===== src/rtl/smc_lite_pkg.sv =====
// Shared types and constants for the SMC write-strobe controller.
// Pure declarations; no logic, no latency, no flow control.
// Holds the FSM state encoding, the default wait-state width and the byte-enable width.
package smc_lite_pkg;

  localparam int WS_W_DEF = 4;
  localparam int BE_W     = 4;

  typedef enum logic [1:0] {
    ST_IDLE   = 2'd0,
    ST_SETUP  = 2'd1,
    ST_STROBE = 2'd2,
    ST_HOLD   = 2'd3
  } state_t;

endpackage


===== src/rtl/smc_wr_strobe_ctrl_lite_if.sv =====
// Request/config and strobe-output bundle for the SMC write-strobe controller.
// No logic and no latency; wr_req is only honoured while busy is low.
// master drives requests and config, slave drives status and strobes.
interface smc_wr_strobe_ctrl_lite_if #(
  parameter int WS_W = smc_lite_pkg::WS_W_DEF
);
  import smc_lite_pkg::*;

  logic            wr_req;
  logic [BE_W-1:0] wr_be;
  logic [1:0]      wr_beats;
  logic [WS_W-1:0] cfg_setup;
  logic [WS_W-1:0] cfg_strobe;
  logic [WS_W-1:0] cfg_hold;

  logic            busy;
  logic            beat_done;
  logic            xfer_done;
  logic            r_full;
  logic [BE_W-1:0] n_r_we;
  logic            n_r_wr;

  modport master (
    output wr_req, wr_be, wr_beats, cfg_setup, cfg_strobe, cfg_hold,
    input  busy, beat_done, xfer_done, r_full, n_r_we, n_r_wr
  );

  modport slave (
    input  wr_req, wr_be, wr_beats, cfg_setup, cfg_strobe, cfg_hold,
    output busy, beat_done, xfer_done, r_full, n_r_we, n_r_wr
  );

endinterface


===== src/rtl/smc_ws_counter.sv =====
// Loadable wait-state down-counter with a zero flag; saturates at zero.
// Load takes effect on the next edge; zero is decoded from the count register.
// No flow control: ld always wins over the decrement.
module smc_ws_counter #(
  parameter int WS_W = 4
) (
  input  logic            clk,
  input  logic            rst,
  input  logic            ld,
  input  logic [WS_W-1:0] ld_val,
  output logic            zero
);

  logic [WS_W-1:0] cnt_q;

  always_ff @(posedge clk) begin
    if (rst) begin
      cnt_q <= '0;
    end else if (ld) begin
      cnt_q <= ld_val;
    end else if (cnt_q != '0) begin
      cnt_q <= cnt_q - WS_W'(1);
    end
  end

  assign zero = (cnt_q == '0);

endmodule


===== src/rtl/smc_wr_strobe_ctrl_lite.sv =====
// SMC write-strobe sequencer: per beat, setup / strobe / hold phases with byte enables.
// Accept-to-first-phase is one cycle; all outputs are decoded from registered state.
// No backpressure: wr_req is sampled only in IDLE and ignored while busy.
module smc_wr_strobe_ctrl_lite
  import smc_lite_pkg::*;
#(
  parameter int WS_W = WS_W_DEF
) (
  input  logic                     sys_clk,
  input  logic                     sys_reset,
  smc_wr_strobe_ctrl_lite_if.slave bus
);

  state_t          state_q, state_d;
  logic [BE_W-1:0] be_q;
  logic [1:0]      beats_q, beats_d;
  logic [WS_W-1:0] setup_q, strobe_q, hold_q;
  logic            accept;

  logic            ws_ld;
  logic [WS_W-1:0] ws_ld_val;
  logic            ws_zero;

  assign accept = (state_q == ST_IDLE) && bus.wr_req;

  always_ff @(posedge sys_clk) begin
    if (sys_reset) begin
      state_q  <= ST_IDLE;
      beats_q  <= '0;
      be_q     <= '0;
      setup_q  <= '0;
      strobe_q <= '0;
      hold_q   <= '0;
    end else begin
      state_q <= state_d;
      beats_q <= beats_d;
      if (accept) begin
        be_q     <= bus.wr_be;
        setup_q  <= bus.cfg_setup;
        strobe_q <= bus.cfg_strobe;
        hold_q   <= bus.cfg_hold;
      end
    end
  end

  // The counter is loaded with (phase length - 1) on every phase entry.
  // The accept branch uses the live cfg inputs since the capture lands on the same edge.
  always_comb begin
    state_d   = state_q;
    beats_d   = beats_q;
    ws_ld     = 1'b0;
    ws_ld_val = '0;
    case (state_q)
      ST_IDLE: begin
        if (bus.wr_req) begin
          beats_d = bus.wr_beats;
          ws_ld   = 1'b1;
          if (bus.cfg_setup != '0) begin
            state_d   = ST_SETUP;
            ws_ld_val = bus.cfg_setup - WS_W'(1);
          end else begin
            state_d   = ST_STROBE;
            ws_ld_val = bus.cfg_strobe;
          end
        end
      end
      ST_SETUP: begin
        if (ws_zero) begin
          state_d   = ST_STROBE;
          ws_ld     = 1'b1;
          ws_ld_val = strobe_q;
        end
      end
      ST_STROBE: begin
        if (ws_zero) begin
          state_d   = ST_HOLD;
          ws_ld     = 1'b1;
          ws_ld_val = (hold_q == '0) ? '0 : hold_q - WS_W'(1);
        end
      end
      ST_HOLD: begin
        if (ws_zero) begin
          if (beats_q != 2'd0) begin
            beats_d = beats_q - 2'd1;
            ws_ld   = 1'b1;
            if (setup_q != '0) begin
              state_d   = ST_SETUP;
              ws_ld_val = setup_q - WS_W'(1);
            end else begin
              state_d   = ST_STROBE;
              ws_ld_val = strobe_q;
            end
          end else begin
            state_d = ST_IDLE;
          end
        end
      end
      default: state_d = ST_IDLE;
    endcase
  end

  smc_ws_counter #(.WS_W(WS_W)) u_ws_counter (
    .clk    (sys_clk),
    .rst    (sys_reset),
    .ld     (ws_ld),
    .ld_val (ws_ld_val),
    .zero   (ws_zero)
  );

  assign bus.busy      = (state_q != ST_IDLE);
  assign bus.r_full    = (state_q == ST_STROBE);
  assign bus.n_r_wr    = (state_q != ST_STROBE);
  assign bus.n_r_we    = (state_q == ST_STROBE) ? ~be_q : '1;
  assign bus.beat_done = (state_q == ST_HOLD) && ws_zero;
  assign bus.xfer_done = (state_q == ST_HOLD) && ws_zero && (beats_q == 2'd0);

endmodule


===== src/flat_wrapper.sv =====
// flat-port wrapper written by rule: the top's interface ports become plain ports
module smc_wr_strobe_ctrl_lite_flat import smc_lite_pkg::*;
#(
  parameter int WS_W = WS_W_DEF
)
  (sys_clk, sys_reset, bus_wr_req, bus_wr_be, bus_wr_beats, bus_cfg_setup, bus_cfg_strobe, bus_cfg_hold, bus_busy, bus_beat_done, bus_xfer_done, bus_r_full, bus_n_r_we, bus_n_r_wr);
  smc_wr_strobe_ctrl_lite_if #(.WS_W(WS_W)) bus_i ();
  input  logic sys_clk;
  input  logic sys_reset;
  input wire logic [$bits(bus_i.wr_req)-1:0] bus_wr_req;
  input wire logic [$bits(bus_i.wr_be)-1:0] bus_wr_be;
  input wire logic [$bits(bus_i.wr_beats)-1:0] bus_wr_beats;
  input wire logic [$bits(bus_i.cfg_setup)-1:0] bus_cfg_setup;
  input wire logic [$bits(bus_i.cfg_strobe)-1:0] bus_cfg_strobe;
  input wire logic [$bits(bus_i.cfg_hold)-1:0] bus_cfg_hold;
  output wire logic [$bits(bus_i.busy)-1:0] bus_busy;
  output wire logic [$bits(bus_i.beat_done)-1:0] bus_beat_done;
  output wire logic [$bits(bus_i.xfer_done)-1:0] bus_xfer_done;
  output wire logic [$bits(bus_i.r_full)-1:0] bus_r_full;
  output wire logic [$bits(bus_i.n_r_we)-1:0] bus_n_r_we;
  output wire logic [$bits(bus_i.n_r_wr)-1:0] bus_n_r_wr;
  assign bus_i.wr_req = bus_wr_req;
  assign bus_i.wr_be = bus_wr_be;
  assign bus_i.wr_beats = bus_wr_beats;
  assign bus_i.cfg_setup = bus_cfg_setup;
  assign bus_i.cfg_strobe = bus_cfg_strobe;
  assign bus_i.cfg_hold = bus_cfg_hold;
  assign bus_busy = bus_i.busy;
  assign bus_beat_done = bus_i.beat_done;
  assign bus_xfer_done = bus_i.xfer_done;
  assign bus_r_full = bus_i.r_full;
  assign bus_n_r_we = bus_i.n_r_we;
  assign bus_n_r_wr = bus_i.n_r_wr;
  smc_wr_strobe_ctrl_lite #(.WS_W(WS_W)) u_core (.sys_clk(sys_clk), .sys_reset(sys_reset), .bus(bus_i));
endmodule

===== config.mk =====
export PLATFORM = sky130hd
export DESIGN_NAME = smc_wr_strobe_ctrl_lite_flat
export DESIGN_NICKNAME = d
export VERILOG_FILES = /design/src/rtl/smc_lite_pkg.sv /design/src/rtl/smc_wr_strobe_ctrl_lite_if.sv /design/src/rtl/smc_ws_counter.sv /design/src/rtl/smc_wr_strobe_ctrl_lite.sv /design/src/flat_wrapper.sv
export SDC_FILE = /design/constraint.sdc
export NUM_CORES = 1
export LEC_CHECK = 0
export BUFFER_PORTS_ARGS = -buffer_cell sky130_fd_sc_hd__buf_4
export CAP_MARGIN = 30
export CORE_MARGIN = 2
export CORE_UTILIZATION = 45
export CTS_BUF_LIST = sky130_fd_sc_hd__clkbuf_4
export DETAILED_ROUTE_END_ITERATION = 10
export GPL_TIMING_DRIVEN = 0
export HOLD_SLACK_MARGIN = 0.15
export PLACE_DENSITY = 0.74
export SYNTH_ARGS = -nofsm -noshare
export SYNTH_HDL_FRONTEND = slang
export SYNTH_SLANG_ARGS = --single-unit

===== constraint.sdc =====
create_clock -name sys_clk -period 1.8 [get_ports sys_clk]
set_input_delay 0.27 -clock sys_clk [delete_from_list [all_inputs] [get_ports sys_clk]]
set_output_delay 0.27 -clock sys_clk [all_outputs]
set_load 0.05 [all_outputs]

==> Implementation_results.wiki <==
{| class="wikitable"
! Metric !! Value
|-
| Run status || completed
|-
| Post-synth top area cell || sky130_fd_sc_hd__dfxtp_1
|-
| Register area share after synthesis || 30.8%
|-
| CP Data Required Time || roughly 1.5 ns
|-
| Arrival @ worst endpoint || between 1.5 and 2 ns
|-
| Critical Path Fanout Max || 3
|-
| Count of flip-flops with a built-in enable after synthesis || 0
|-
| Gpl congestion || ~0.9
|-
| Routed wire length per instance || roughly 13 um
|-
| Total of buffers placed on input and output ports || 29
|-
| Horizontal extent of the die || roughly 63 um
|-
| Worst slew pin tran || roughly 0.56 ns
|-
| Clock Tree Buf Depth || 2
|-
| Final Hold Fails || 0
|-
| Slew Limit Headroom || between 60% and 70%
|-
| Die Span Y || around 63 um
|-
| Clock latency of the later-clocked register in the worst-skew pair || 0.35 ns
|-
| Worst-case hold slack || around 0.15 ns
|-
| Synthesized netlist net count || about 240
|-
| Final Setup Violations || 0
|-
| Max-slew violation count || 0
|-
| Clock transition at the registers of the reported paths || 0.16 ns
|-
| Primary FF master, synth || sky130_fd_sc_hd__dfxtp_1
|-
| Area added between synthesis and finish || 33.4%
|-
| Wire length of the first global-routing pass || around 6700 um
|-
| Total number of vias || 1515
|-
| Detail Placement HPWL || about 2800 um
|-
| Buffers plus inverters on the worst setup path || 2
|-
| Category of cells accounting for the largest share of critical-path delay || simple AND/OR/NAND/NOR gates
|-
| Effective utilization at floorplan || 46.7%
|-
| CTS tree || built
|-
| Area share of the largest cell type after synthesis || between 30% and 40%
|-
| Post-synthesis instance area || ~1600 um2
|-
| Maximum number of pins on one net before global-route repair || 15
|-
| Highest achievable clock rate || 563 MHz
|-
| Max H-tree Level || 1
|-
| Setup TNS Final || 0 ns
|-
| Skew final || 0.0199 ns
|-
| Distinct cell type count after synthesis || 45
|-
| Antenna cells || 0
|-
| Number of stages on the worst setup path || 5
|-
| Number of search-and-repair iterations in the first detailed-routing pass || 4
|-
| Via count of the first global-routing pass || about 1500
|-
| Worst stage delay on the critical path || 0.36 ns
|-
| Element type at the critical path end || output port
|-
| Overall power || ~3.0 mW
|-
| Number of register bits inferred by synthesis || 24
|-
| Ratio of routed vias to standard cells || 5.19
|-
| Proportion of register bits with asynchronous set or reset after synthesis || 0%
|-
| Number of primary I/O pins || 30
|-
| Number of clock sinks seen by CTS || 24
|-
| Critical path's slowest cell || sky130_fd_sc_hd__dfxtp_2
|-
| Initial antenna violation count || 0
|-
| Unrepaired setup endpoints after global routing || true
|-
| Count of maximum capacitance violations || 0
|-
| Launching element type of the critical path || flop
|-
| Cell leakage power || 0.856 nW
|-
| Share of the clock period used by the worst path after layout || a little over nine tenths
|-
| Worst IR Drop VDD || 0.000734 V
|-
| Final wirelength || slightly below 4000 um
|-
| Register-to-Register Setup Slack || 0.07 ns
|-
| Overall die area || roughly 4000 um2
|-
| Startpoint-to-endpoint class of the critical path || flop to output port
|-
| Post-Syn Instances || between 200 and 250
|-
| Violation count after the first detailed-route iteration || 42
|-
| GRT Residual Overflow || 0
|-
| Commonest non-fill, non-tap cell in the layout || sky130_fd_sc_hd__nand2_1
|-
| Min-delay worst type || input pin to flop
|-
| Count of yosys warnings during synthesis || 0
|-
| Floorplan Core Area || approximately 3300 um2
|-
| Power per cell area || between 1000 and 1500 nW/um2
|-
| Overall fraction of global-route tracks in use || 20.9%
|-
| R2R cell count || 7
|-
| Commonest non-fill, non-tap cells in the layout || sky130_fd_sc_hd__nand2_1 (47), sky130_fd_sc_hd__buf_4 (36), sky130_fd_sc_hd__a21oi_1 (22), sky130_fd_sc_hd__dfxtp_1 (19)
|-
| Number of instances on the worst hold path || 3
|-
| Post-route DRC violation count || 0
|-
| Nets || roughly 280
|-
| Number of CTS-inserted buffers || 3
|-
| Main area contributors after synthesis || sky130_fd_sc_hd__dfxtp_1 (31%), sky130_fd_sc_hd__nand2_1 (11%), sky130_fd_sc_hd__ha_1 (10%)
|-
| Clock root buffer || sky130_fd_sc_hd__clkbuf_4
|-
| Per-instance average area after synthesis || around 7.6 um2
|-
| Cells traversed along the worst timing path || inv_2, ha_4, nor3b_4, and3_4, buf_8
|-
| Post-route minimum period || between 1.5 and 2 ns
|-
| Share of final-layout standard cells stronger than drive strength 1 || 30.5%
|-
| Standard-cell row count || 21
|-
| Post-detailed-route count of antenna-violating nets || 0
|}
kinds of logic after synthesis:
kind of cell,after synthesis,synth area share [%]
DFF,24,30.8
adders and majority gates,13,10.4
buffers and inverters,24,6.02
muxes,3,2.01
and+or+nand+nor,84,25.2
xor gates and xnor gates,2,1.12
AOI/OAI and AO/OA,55,24.4
power by group:
| group | switching [mW] | internal [mW] | leakage (nW) |
|---|---|---|---|
| combinational | 0.992 | 0.790 | 0.629 |
| sequential | 0.107 | 0.676 | 0.199 |
| clock | 0.192 | 0.226 | 0.0279 |
Yosys cell counts, types with 2 or more instances:
| cell type | n |
|---|---|
| sky130_fd_sc_hd__nor2b_1 | 2 |
| sky130_fd_sc_hd__or3_1 | 2 |
| sky130_fd_sc_hd__nand2_1 | 47 |
| sky130_fd_sc_hd__dfxtp_1 | 24 |
| sky130_fd_sc_hd__o22a_1 | 2 |
| sky130_fd_sc_hd__o21ai_0 | 7 |
| sky130_fd_sc_hd__buf_2 | 3 |
| sky130_fd_sc_hd__mux2i_1 | 2 |
| sky130_fd_sc_hd__ha_1 | 13 |
| sky130_fd_sc_hd__and2_1 | 2 |
| sky130_fd_sc_hd__a311oi_1 | 3 |
| sky130_fd_sc_hd__a21oi_1 | 23 |
| sky130_fd_sc_hd__inv_1 | 15 |
| sky130_fd_sc_hd__o21a_1 | 2 |
| sky130_fd_sc_hd__nor2_1 | 8 |
| sky130_fd_sc_hd__nand2b_1 | 6 |
| sky130_fd_sc_hd__clkbuf_1 | 6 |
| sky130_fd_sc_hd__nor3_1 | 8 |
| sky130_fd_sc_hd__a21o_1 | 3 |
| sky130_fd_sc_hd__nand3_1 | 2 |
repair_timing:
action,4_1_cts,5_1_grt
hold endpoints to repair,1,0
pin swaps,0,3
hold buffers,1,0
gates cloned,0,0
buffers inserted,5,3
resized for setup,11,20
endpoints found under the setup margin,17,21
registers in the layout (all words and copies together), names as in the netlist:
name / cells
u_core.be_q: 4
u_core.hold_q: 4
u_core.setup_q: 4
u_core.strobe_q: 4
u_core.u_ws_counter.cnt_q: 4
u_core.beats_q: 2
u_core.state_q: 2
final timing paths:
| path | startpoint | to |
|---|---|---|
| max | u_core.u_ws_counter.cnt_q[1] | bus_xfer_done |
| min | bus_wr_be[0] | u_core.be_q[0] |
| max reg2reg | u_core.beats_q[0] | u_core.u_ws_counter.cnt_q[0] |
| min reg2reg | u_core.be_q[0] | u_core.be_q[0] |
metal layers:
layer	routed length (um)	global-route usage (%)
met5	0	0
met4	52	8.33
met3	123	2.34
met2	1850	34.6
met1	1830	27.7
per-stage QoR:
stage	cell area, um2	util [%]	worst slack (ns)	cells
finish	2080	62.3	0.0240	292
CTS	1990	59.6	-0.0253	289
global route	2080	62.3	-0.0555	292
floorplan	1590	-	0.0319	205
detailed placement	1860	55.8	-0.108	280
global placement	1860	55.8	-0.101	280
cell type report:
cell class,instances,area (um2)
repair buffers,38,299
well taps,46,57.6
clock buffers,3,22.5
multi-input cells,157,1080
clock inverters,1,30.0
flip-flops and latches,24,487
inverters,15,63.8
fillers,320,1260
plain buffers,8,43.8
worst min-delay path, cell delays in order:
cell                      delay [ns]
sky130_fd_sc_hd__buf_4          0.10
sky130_fd_sc_hd__nand2_1        0.05
sky130_fd_sc_hd__a21oi_1        0.05
(Power assumes the default switching activity.)
